--- config.mk ---
export PLATFORM = sky130hd
export DESIGN_NAME = bag_launcher_flat
export DESIGN_NICKNAME = d
export VERILOG_FILES = /design/src/rtl/bag_pkg.sv /design/src/rtl/bag_launcher_if.sv /design/src/rtl/bag_traj.sv /design/src/rtl/bag_launcher.sv /design/src/flat_wrapper.sv
export SDC_FILE = /design/constraint.sdc
export NUM_CORES = 2
export LEC_CHECK = 0
export CAP_MARGIN = 20
export CORE_ASPECT_RATIO = 1.5
export CORE_MARGIN = 2
export CORE_UTILIZATION = 35
export CTS_CLUSTER_DIAMETER = 200
export CTS_CLUSTER_SIZE = 14
export DETAILED_ROUTE_END_ITERATION = 8
export DONT_BUFFER_PORTS = 1
export PLACE_DENSITY = 0.52
export SLEW_MARGIN = 20
export SYNTH_ARGS = -nofsm -noshare
export SYNTH_HDL_FRONTEND = slang
export SYNTH_SLANG_ARGS = --single-unit
--- constraint.sdc ---
create_clock -name clk -period 24.2 [get_ports clk]
set_input_delay 2.42 -clock clk [delete_from_list [all_inputs] [get_ports clk]]
set_output_delay 2.42 -clock clk [all_outputs]
set_load 0.03 [all_outputs]
--- src/rtl/bag_pkg.sv ---
// bag_pkg: bag FSM states, coordinate width and the y saturation helper
package bag_pkg;
  localparam int CW = 12;
  typedef enum logic {IDLE, FLY} bag_state_t;
  function automatic logic [CW-1:0] sat_coord(input logic [27:0] v);
    return (v > 28'd4095) ? 12'hfff : v[CW-1:0];
  endfunction
endpackage

--- src/rtl/bag_launcher_if.sv ---
// bag_launcher_if: launcher controls and packed per-bag coordinates/events
interface bag_launcher_if import bag_pkg::*; #(parameter int N_BAGS = 4) ();
  localparam int IW = N_BAGS > 1 ? $clog2(N_BAGS) : 1;
  logic enable;
  logic [9:0] random;
  logic catch_valid;
  logic [IW-1:0] catch_idx;
  logic [CW*N_BAGS-1:0] xpos, ypos;
  logic [N_BAGS-1:0] active, caught, missed;
  modport master (output enable, random, catch_valid, catch_idx,
                  input xpos, ypos, active, caught, missed);
  modport slave (input enable, random, catch_valid, catch_idx,
                 output xpos, ypos, active, caught, missed);
endinterface

--- src/rtl/bag_traj.sv ---
// bag_traj: one bag's flight FSM, latched arc scale and parabolic y arithmetic
module bag_traj import bag_pkg::*; #(
  parameter int X_START = 0,
  parameter int X_END = 600,
  parameter int Y_START = 100,
  parameter int Y_END = 600,
  parameter int SHIFT = 10,
  parameter int SCALE_MOD = 5
) (
  input  logic clk,
  input  logic rst_n,
  input  logic i_tick,
  input  logic i_grant,
  input  logic i_catch,
  input  logic [9:0] i_random,
  output logic [CW-1:0] o_x,
  output logic [CW-1:0] o_y,
  output logic o_active,
  output logic o_caught,
  output logic o_missed
);
  bag_state_t r_state, w_state;
  logic [CW-1:0] r_x, r_y, w_x, w_y, w_xn, w_ynew;
  logic [3:0] r_scale, w_scale;
  logic r_caught, r_missed, w_caught, w_missed, w_out;
  logic [23:0] w_sq;
  logic [27:0] w_prod;
  // y is derived from the advanced x, saturated rather than wrapped
  assign w_xn = r_x + 12'd1;
  assign w_sq = 24'(w_xn) * 24'(w_xn);
  assign w_prod = (28'(r_scale) + 28'd1) * 28'(w_sq);
  assign w_ynew = sat_coord((w_prod >> SHIFT) + 28'(Y_START));
  assign w_out = (r_x >= CW'(X_END)) || (r_y >= CW'(Y_END));
  always_comb begin
    w_state = r_state;
    w_x = r_x;
    w_y = r_y;
    w_scale = r_scale;
    w_caught = 1'b0;
    w_missed = 1'b0;
    if (r_state == IDLE) begin
      if (i_grant) begin
        w_state = FLY;
        w_scale = 4'(i_random % 10'(SCALE_MOD));
        w_x = CW'(X_START);
        w_y = CW'(Y_START);
      end
    end else if (i_catch || (i_tick && w_out)) begin
      w_state = IDLE;
      w_x = CW'(X_START);
      w_y = CW'(Y_START);
      w_caught = i_catch;
      w_missed = !i_catch;
    end else if (i_tick) begin
      w_x = w_xn;
      w_y = w_ynew;
    end
  end
  always_ff @(posedge clk or negedge rst_n) begin
    if (!rst_n) begin
      r_state <= IDLE;
      r_x <= CW'(X_START);
      r_y <= CW'(Y_START);
      r_scale <= '0;
      r_caught <= 1'b0;
      r_missed <= 1'b0;
    end else begin
      r_state <= w_state;
      r_x <= w_x;
      r_y <= w_y;
      r_scale <= w_scale;
      r_caught <= w_caught;
      r_missed <= w_missed;
    end
  end
  assign o_x = r_x;
  assign o_y = r_y;
  assign o_active = (r_state == FLY);
  assign o_caught = r_caught;
  assign o_missed = r_missed;
endmodule

--- src/rtl/bag_launcher.sv ---
// bag_launcher: tick divider, staggered launch arbiter and N_BAGS trajectory engines
module bag_launcher import bag_pkg::*; #(
  parameter int N_BAGS = 4,
  parameter int TICK_DIV = 800000,
  parameter int X_START = 0,
  parameter int X_END = 600,
  parameter int Y_START = 100,
  parameter int Y_END = 600,
  parameter int SHIFT = 10,
  parameter int SCALE_MOD = 5,
  parameter int SPAWN_GAP = 150
) (
  input logic clk,
  input logic rst_n,
  bag_launcher_if.slave bus
);
  logic [31:0] r_div, r_gap;
  logic w_tick, w_launch;
  logic [N_BAGS-1:0] w_idle, w_grant, w_catch, w_act, w_caught, w_missed;
  logic [CW-1:0] w_x [N_BAGS];
  logic [CW-1:0] w_y [N_BAGS];
  assign w_tick = bus.enable && (r_div == 32'(TICK_DIV - 1));
  assign w_launch = w_tick && (r_gap == 32'(SPAWN_GAP - 1));
  always_ff @(posedge clk or negedge rst_n) begin
    if (!rst_n) begin
      r_div <= '0;
      r_gap <= 32'(SPAWN_GAP - 1);
    end else begin
      if (bus.enable) r_div <= w_tick ? '0 : r_div + 32'd1;
      if (w_tick) r_gap <= w_launch ? '0 : r_gap + 32'd1;
    end
  end
  // idle is taken from registered state, so a bag retiring this cycle cannot be granted
  assign w_idle = w_launch ? ~w_act : '0;
  assign w_grant = w_idle & (~w_idle + N_BAGS'(1));
  for (genvar g = 0; g < N_BAGS; g++) begin : g_bag
    assign w_catch[g] = bus.catch_valid && (32'(bus.catch_idx) == g);
    bag_traj #(
      .X_START(X_START), .X_END(X_END), .Y_START(Y_START), .Y_END(Y_END),
      .SHIFT(SHIFT), .SCALE_MOD(SCALE_MOD)
    ) u_bag (
      .clk(clk),
      .rst_n(rst_n),
      .i_tick(w_tick),
      .i_grant(w_grant[g]),
      .i_catch(w_catch[g]),
      .i_random(bus.random),
      .o_x(w_x[g]),
      .o_y(w_y[g]),
      .o_active(w_act[g]),
      .o_caught(w_caught[g]),
      .o_missed(w_missed[g])
    );
    assign bus.xpos[CW*g +: CW] = w_x[g];
    assign bus.ypos[CW*g +: CW] = w_y[g];
  end
  assign bus.active = w_act;
  assign bus.caught = w_caught;
  assign bus.missed = w_missed;
endmodule
--- src/flat_wrapper.sv ---
// flat-port wrapper written by rule: the top's interface ports become plain ports
module bag_launcher_flat import bag_pkg::*;
#(
  parameter int N_BAGS = 4,
  parameter int TICK_DIV = 800000,
  parameter int X_START = 0,
  parameter int X_END = 600,
  parameter int Y_START = 100,
  parameter int Y_END = 600,
  parameter int SHIFT = 10,
  parameter int SCALE_MOD = 5,
  parameter int SPAWN_GAP = 150
)
  (clk, rst_n, bus_enable, bus_random, bus_catch_valid, bus_catch_idx, bus_xpos, bus_ypos, bus_active, bus_caught, bus_missed);
  bag_launcher_if #(.N_BAGS(N_BAGS)) bus_i ();
  input logic clk;
  input logic rst_n;
  input wire logic [$bits(bus_i.enable)-1:0] bus_enable;
  input wire logic [$bits(bus_i.random)-1:0] bus_random;
  input wire logic [$bits(bus_i.catch_valid)-1:0] bus_catch_valid;
  input wire logic [$bits(bus_i.catch_idx)-1:0] bus_catch_idx;
  output wire logic [$bits(bus_i.xpos)-1:0] bus_xpos;
  output wire logic [$bits(bus_i.ypos)-1:0] bus_ypos;
  output wire logic [$bits(bus_i.active)-1:0] bus_active;
  output wire logic [$bits(bus_i.caught)-1:0] bus_caught;
  output wire logic [$bits(bus_i.missed)-1:0] bus_missed;
  assign bus_i.enable = bus_enable;
  assign bus_i.random = bus_random;
  assign bus_i.catch_valid = bus_catch_valid;
  assign bus_i.catch_idx = bus_catch_idx;
  assign bus_xpos = bus_i.xpos;
  assign bus_ypos = bus_i.ypos;
  assign bus_active = bus_i.active;
  assign bus_caught = bus_i.caught;
  assign bus_missed = bus_i.missed;
  bag_launcher #(.N_BAGS(N_BAGS), .TICK_DIV(TICK_DIV), .X_START(X_START), .X_END(X_END), .Y_START(Y_START), .Y_END(Y_END), .SHIFT(SHIFT), .SCALE_MOD(SCALE_MOD), .SPAWN_GAP(SPAWN_GAP)) u_core (.clk(clk), .rst_n(rst_n), .bus(bus_i));
endmodule
After elaboration in Yosys (flattened, before gate mapping)
Index checks and enable logic that the tools add are counted.

storage, ports and cells
  register bits after elaboration = 188
  input port bits = 16
  word-level logic and storage cells = 180
  output and inout port bits = 108

cells by class
  bitwise logic cells = 7
  eq/ne operators = 9
  reduce and logical (&&, ||, !) cells = 35
  muxes and demuxes = 67
  add/sub/neg operators = 15
  divide/modulo/power cells = 1
  $mul = 8
  magnitude comparators = 12

operator list
  kind                                                    number
  2-to-1 mux 12 bit                                       36
  multiplier 5 x 24 -> 28 bit                             4
  >= comparator 12 x 10 -> 1 bit, second input constant   8
  multiplier 12 x 12 -> 24 bit                            4
  adder 18 x 7 -> 19 bit, second input constant           4
  > comparator 19 x 12 -> 1 bit, second input constant    4
  adder 32 x 1 -> 32 bit, second input constant           2
  2-to-1 mux 32 bit                                       2
  adder 12 x 1 -> 12 bit, second input constant           4
  equality test 32 x 20 -> 1 bit, second input constant   1
  equality test 32 x 8 -> 1 bit, second input constant    1
  2-to-1 mux 1 bit                                        28
  adder 4 x 1 -> 5 bit, second input constant             4
  AND reduction 2 bit                                     8
  logical AND 1 bit                                       10
  remainder unit 10 x 3 -> 10 bit, second input constant  1
  != test 3 x 1 -> 1 bit, second input constant           3
  logical OR 1 bit                                        8
  NOT 4 bit                                               2
  nonzero test 2 bit                                      4
  adder 4 x 1 -> 4 bit, second input constant             1
  bitwise AND 4 bit                                       1
  equality test 2 bit, second input constant              2
  logical NOT 1 bit                                       4
  5 further kinds                                         8

Depth between registers and ports, before layout
  word-level depth = 9
  depth in mapped cells = 45
  depth with buffers taken out = 44

Hierarchy
Synthesis repeated with hierarchy kept, for this count alone.

second synthesis, totals
  cell total of the unflattened synthesis = 5,000
  area, all modules = 42,208.0 µm²

modules (own cells, without submodules)
  module                            cells each  area an instance (µm²)  instances  sequential area each (µm²)
  bag_traj (u_core.g_bag[3].u_bag)  1,173       9,841.9                 1          779.5
  bag_traj (u_core.g_bag[2].u_bag)  1,158       9,754.4                 1          779.5
  bag_traj (u_core.g_bag[1].u_bag)  1,166       9,679.3                 1          779.5
  bag_traj (u_core.g_bag[0].u_bag)  1,169       9,655.5                 1          779.5
  bag_launcher                      334         3,276.9                 1          1,606.5

Worst setup path after synthesis
No wires, ideal clock.

  kind = reg-to-reg
  from = register u_core.g_bag[1].u_bag.r_x[0]
  to = register u_core.g_bag[1].u_bag.r_y[9]
  clock period less this slack = 10.304 ns
  cell stages (with the launch flop) = 39
  setup time = 0.140 ns
  path buffers = 2
  data required time = 24.060 ns
  setup slack = 13.896 ns
  arrival = 10.164 ns
  cell sequence = dfrtp_1 ha_1 and3_1 and3_1 nand3_1 xor2_1 clkbuf_1 nor2_1 fa_1 fa_1 fa_1 inv_1 fa_1 fa_1 inv_1 ha_1 or3_1 a211oi_1 (+3 left out) xnor2_1 and2_1 fa_1 inv_1 fa_1 inv_1 fa_1 ha_1 clkbuf_1 nand2_1 or3_1 a21oi_1 nor3_1 or3_1 a22oi_1 o2111ai_1 a31oi_2 a31oi_1

between the ends
  longest elaborated chain between the ends = 9
  elaborated cells between the ends (all ways) = 15
  those cells by class = add/sub (2); mul (2); order compare (2); eq/ne (1); mux (4); reduce/logical (4)

RTL lines
  item                           line            text
  start, declared                bag_traj.sv:23  logic [CW-1:0] r_x, r_y, w_x, w_y, w_xn, w_ynew;
  start signal, assigned         bag_traj.sv:62  r_x <= CW'(X_START);
  start signal, assigned         bag_traj.sv:69  r_x <= w_x;
  adder 12 x 1 -> 12 bit         bag_traj.sv:29  assign w_xn = r_x + 12'd1;
  multiplier 12 x 12 -> 24 bit   bag_traj.sv:30  assign w_sq = 24'(w_xn) * 24'(w_xn);
  multiplier 5 x 24 -> 28 bit    bag_traj.sv:31  assign w_prod = (28'(r_scale) + 28'd1) * 28'(w_sq);
  adder 18 x 7 -> 19 bit         bag_traj.sv:32  assign w_ynew = sat_coord((w_prod >> SHIFT) + 28'(Y_START));
  > comparator 19 x 12 -> 1 bit  bag_pkg.sv:6    return (v > 28'd4095) ? 12'hfff : v[CW-1:0];
  2-to-1 mux 12 bit              bag_pkg.sv:6
  2-to-1 mux 12 bit              bag_traj.sv:54  end else if (i_tick) begin
  2-to-1 mux 12 bit              bag_traj.sv:48  end else if (i_catch || (i_tick && w_out)) begin
  2-to-1 mux 12 bit              bag_traj.sv:41  if (r_state == IDLE) begin
  end signal, assigned           bag_traj.sv:63  r_y <= CW'(Y_START);
  end signal, assigned           bag_traj.sv:70  r_y <= w_y;
  end, declared                  bag_traj.sv:23

Parallel ways exist; a longest one is shown, timed or not. The select of a mux whose other input is x is not followed.
A chain may end at the register's enable or synchronous reset.

Final worst setup path
  from = register u_core.g_bag[0].u_bag.r_x[0]
  to = register u_core.g_bag[0].u_bag.r_y[10]

between the ends
  longest elaborated chain between the ends = 9
  elaborated cells between the ends (all ways) = 15
  those cells by class = add/sub (2); mul (2); order compare (2); eq/ne (1); mux (4); reduce/logical (4)

RTL lines
  item                           line
  start, declared                bag_traj.sv:23
  start signal, assigned         bag_traj.sv:62
  start signal, assigned         bag_traj.sv:69
  adder 12 x 1 -> 12 bit         bag_traj.sv:29
  multiplier 12 x 12 -> 24 bit   bag_traj.sv:30
  multiplier 5 x 24 -> 28 bit    bag_traj.sv:31
  adder 18 x 7 -> 19 bit         bag_traj.sv:32
  > comparator 19 x 12 -> 1 bit  bag_pkg.sv:6
  2-to-1 mux 12 bit              bag_pkg.sv:6
  2-to-1 mux 12 bit              bag_traj.sv:54
  2-to-1 mux 12 bit              bag_traj.sv:48
  2-to-1 mux 12 bit              bag_traj.sv:41
  end signal, assigned           bag_traj.sv:63
  end signal, assigned           bag_traj.sv:70
  end, declared                  bag_traj.sv:23

Parallel ways exist; a longest one is shown, timed or not. The select of a mux whose other input is x is not followed.

==> flow_metrics.tcl <==
set metrics [dict create \
    status "complete, no violations" \
    n_fill_cell 11420 \
    yosysWarningCount 0 \
    drt-total-wl_um 100500 \
    grt_max_degree 189 \
    via_per_inst 5.073 \
    postCtsResizedCells 0 \
    r2r-start "u_core.g_bag[0].u_bag.o_x[0]" \
    hpwl_um 82990 \
    worstPathArrival_ns 12.51 \
    row_count 149 \
    syn_to_final_growth_pct 5.708 \
    clkSlewWorstSetupHoldPaths_ns 0.09 \
    r2r_end "u_core.g_bag[0].u_bag.o_y[10]" \
    final_hold_viol_count 0 \
    detail_route.wl_per_cell_um 17.15 \
    slowest_stage "dfrtp_1" \
    reg2reg_slack_ns 12.03 \
    relSlewSlack_pct 34.53 \
    cap_viol_max_count 0 \
    path_class "register to register" \
    hold_depth 1 \
    overflow 0 \
    p_leak_nw 21.36 \
    fp.coreArea_sq_um 109600 \
    yosysSeqAreaShare_pct 12.25 \
    ys_async_sr_fraction_pct 100.0 \
    synth_area_leader_cell "fa_1" \
    io_buffers 0 \
    fin_worst_skew_ns 0.02261 \
    nets 5369 \
    tritoncts "built" \
    gp_congestion 0.8582 \
    antenna_found_initial 4 \
    fmax_mhz 82.15 \
    fin_util_pct 37.18 \
    grt_util_all_layers_pct 18.64 \
    cts.sinks 188 \
    drt_iter0_markers 1369 \
    crit_buf_inv 5 \
    peakVddDrop_v 0.00005654 \
    synth_most_common_cell "inv_1" \
    hold_slack_ns 0.4778 \
    firstDrtPassIters 5 \
    ff2ff_path_depth 41 \
    yosys-top-cells-area "fa_1 29%, ha_1 13%, dfrtp_1 11%, inv_1 7.2%, nand2_1 4.9%" \
    worstPathRequired_ns 24.54 \
    powerDensity_nw_per_um2 17.06 \
    critPathTopFamily "adder cells" \
    fin_crit_ns 12.17 \
    cp_max_fo 16 \
    crit_path_end_kind "register" \
    worstHoldStart "u_core.r_div[31]" \
    min_period_over_period_pct 50.30 \
    ant_nets 0 \
    grt_pass1_vias 32030 \
    syn_area_sq_um 38560 \
    drc 0 \
    htreeDepth 4 \
    hold_path.class "register to register" \
    clk_latency_ns 0.52 \
    synth_top_area_share_pct 28.66 \
    syn_inst 4491 \
    io_pins 124 \
    syn_avg_cell_area_sq_um 8.585 \
    vias 29730 \
    die_w_um 275 \
    synth_ff_type "dfrtp_1" \
    slew_violations 0 \
    cts_hold_buffers 0 \
    synth_seq_cells 188 \
    start_kind "register" \
    cp_slowest_stage_delay_ns 0.92 \
    fp.dieArea_sq_um 112900 \
    root_buffer "clkbuf_16" \
    worst_slew_pin_slew_ns 0.9746 \
    cts_buffer_depth 2 \
    yosys-top-cells-count "735 x inv_1, 552 x fa_1, 503 x nand2_1, 389 x ha_1, 366 x nor2_1" \
    cp_common_cell "fa_1" \
    synthesis.nets 5448 \
    synth_edf_count 0 \
    finalSetupViolCount 0 \
    drive_gt1_share_pct 3.774 \
    grt_pass1_wl_um 167800 \
    die_h_um 410.5 \
    synth_cell_type_count 97 \
    tns_ns 0 \
    hold_end "u_core.r_div[31]" \
    rsz0062_at_grt "no" \
    post-cts-setup-buffers 0 \
    start_util_pct 35.17 \
    cts_buffers 17 \
]
[placed cells by master (no fill, tap or decap), drive strengths merged, types with 52 or more instances in the layout]
cell type and count:
ha 389, nor3 62, a31oi 52, nor2b 109, fa 552, a21oi 127
nand2 503, nand3 80, nand2b 62, nor2 367, xnor2 199, and2 122
inv 740, dfrtp 172, xor2 118, o21ai 145
[power breakdown]
group	internal, mW	switching (mW)	total (mW)
Combinational	0.0162	0.0277	0.0440
Clock	0.177	0.153	0.329
Sequential	0.318	0.00369	0.322
Total	0.511	0.184	0.695
[cell families (layout without fill, tap and decap cells)]
kind of cell               count (synthesis)  count (layout)  share of synthesized area [%]
buffers and inverters                    883             817                          8.775
AOI/OAI and AO/OA                        604             604                          10.46
adders and majority gates                942             942                          41.31
muxes                                     29              29                         0.8048
DFF                                      188             188                          12.25
xor gates and xnor gates                 318             318                          7.279
and+or+nand+nor                         1527            1527                          19.12
other                                      0               1                              0
[worst reg2reg max path: cells and delay by family, from the launching register on]
kind	cells	cell delay, ns
adder cells (fa/ha/maj)	11	4.63
buffers and inverters	5	0.47
flip-flops	1	0.92
AND/OR/NAND/NOR	5	0.93
XOR/XNOR	2	0.77
AO/OA/AOI/OAI	18	4.27
[state kept, by name, indices dropped and copies added (netlist names)]
name and flops:
u_core.g_bag.u_bag.o_x 48, u_core.g_bag.u_bag.o_y 48, u_core.r_div 32, u_core.r_gap 32, u_core.g_bag.u_bag.r_scale 16, u_core.g_bag.u_bag.o_active 4, u_core.g_bag.u_bag.o_caught 4, u_core.g_bag.u_bag.o_missed 4
[worst max path at each step]
stage / end / cells after the start / startpoint / slack, ns
floorplan: u_core.g_bag[1].u_bag.o_y[9] / 38 / u_core.g_bag[1].u_bag.o_x[0] / 13.90
global placement: u_core.g_bag[0].u_bag.o_y[10] / 36 / u_core.g_bag[0].u_bag.o_x[0] / 11.51
detailed placement: u_core.g_bag[0].u_bag.o_y[10] / 36 / u_core.g_bag[0].u_bag.o_x[0] / 11.57
CTS: u_core.g_bag[0].u_bag.o_y[10] / 36 / u_core.g_bag[0].u_bag.o_x[0] / 11.43
global route: u_core.g_bag[0].u_bag.o_y[10] / 41 / u_core.g_bag[0].u_bag.o_x[0] / 11.12
finish: u_core.g_bag[0].u_bag.o_y[10] / 41 / u_core.g_bag[0].u_bag.o_x[0] / 12.03
[final cells by class]
type | instances | area, sq um | area share [%]
clock buffers | 17 | 425.4 | 1.044
inverters | 741 | 2781 | 6.824
diodes | 1 | 2.502 | 0.006140
multi-input cells | 3420 | 30470 | 74.77
well taps | 1434 | 1794 | 4.402
repair buffers | 44 | 327.8 | 0.8043
clock inverters | 15 | 229.0 | 0.5618
flip-flops and latches | 188 | 4725 | 11.59
[through the flow]
| step | setup WS (ns) | total power, mW | cells | cell area, sq um |
|---|---|---|---|---|
| after floorplan | 13.90 | 0.3588 | 4491 | 38560 |
| after global placement | 11.51 | 0.3716 | 5825 | 40080 |
| after detailed placement | 11.57 | 0.3720 | 5825 | 40080 |
| after CTS | 11.43 | 0.7087 | 5857 | 40740 |
| after global routing | 11.12 | 0.7227 | 5859 | 40760 |
| final | 12.03 | 0.6952 | 5860 | 40760 |
[per-layer routing]
metal	track usage, %	part of all wire [%]	up-vias
li1	-	-	14320
met1	20.68	39	14820
met2	35.28	54	456
met3	3.415	4.4	129
met4	5.993	3.0	0
met5	0	0	-
Power figures use the tool's default switching activity.
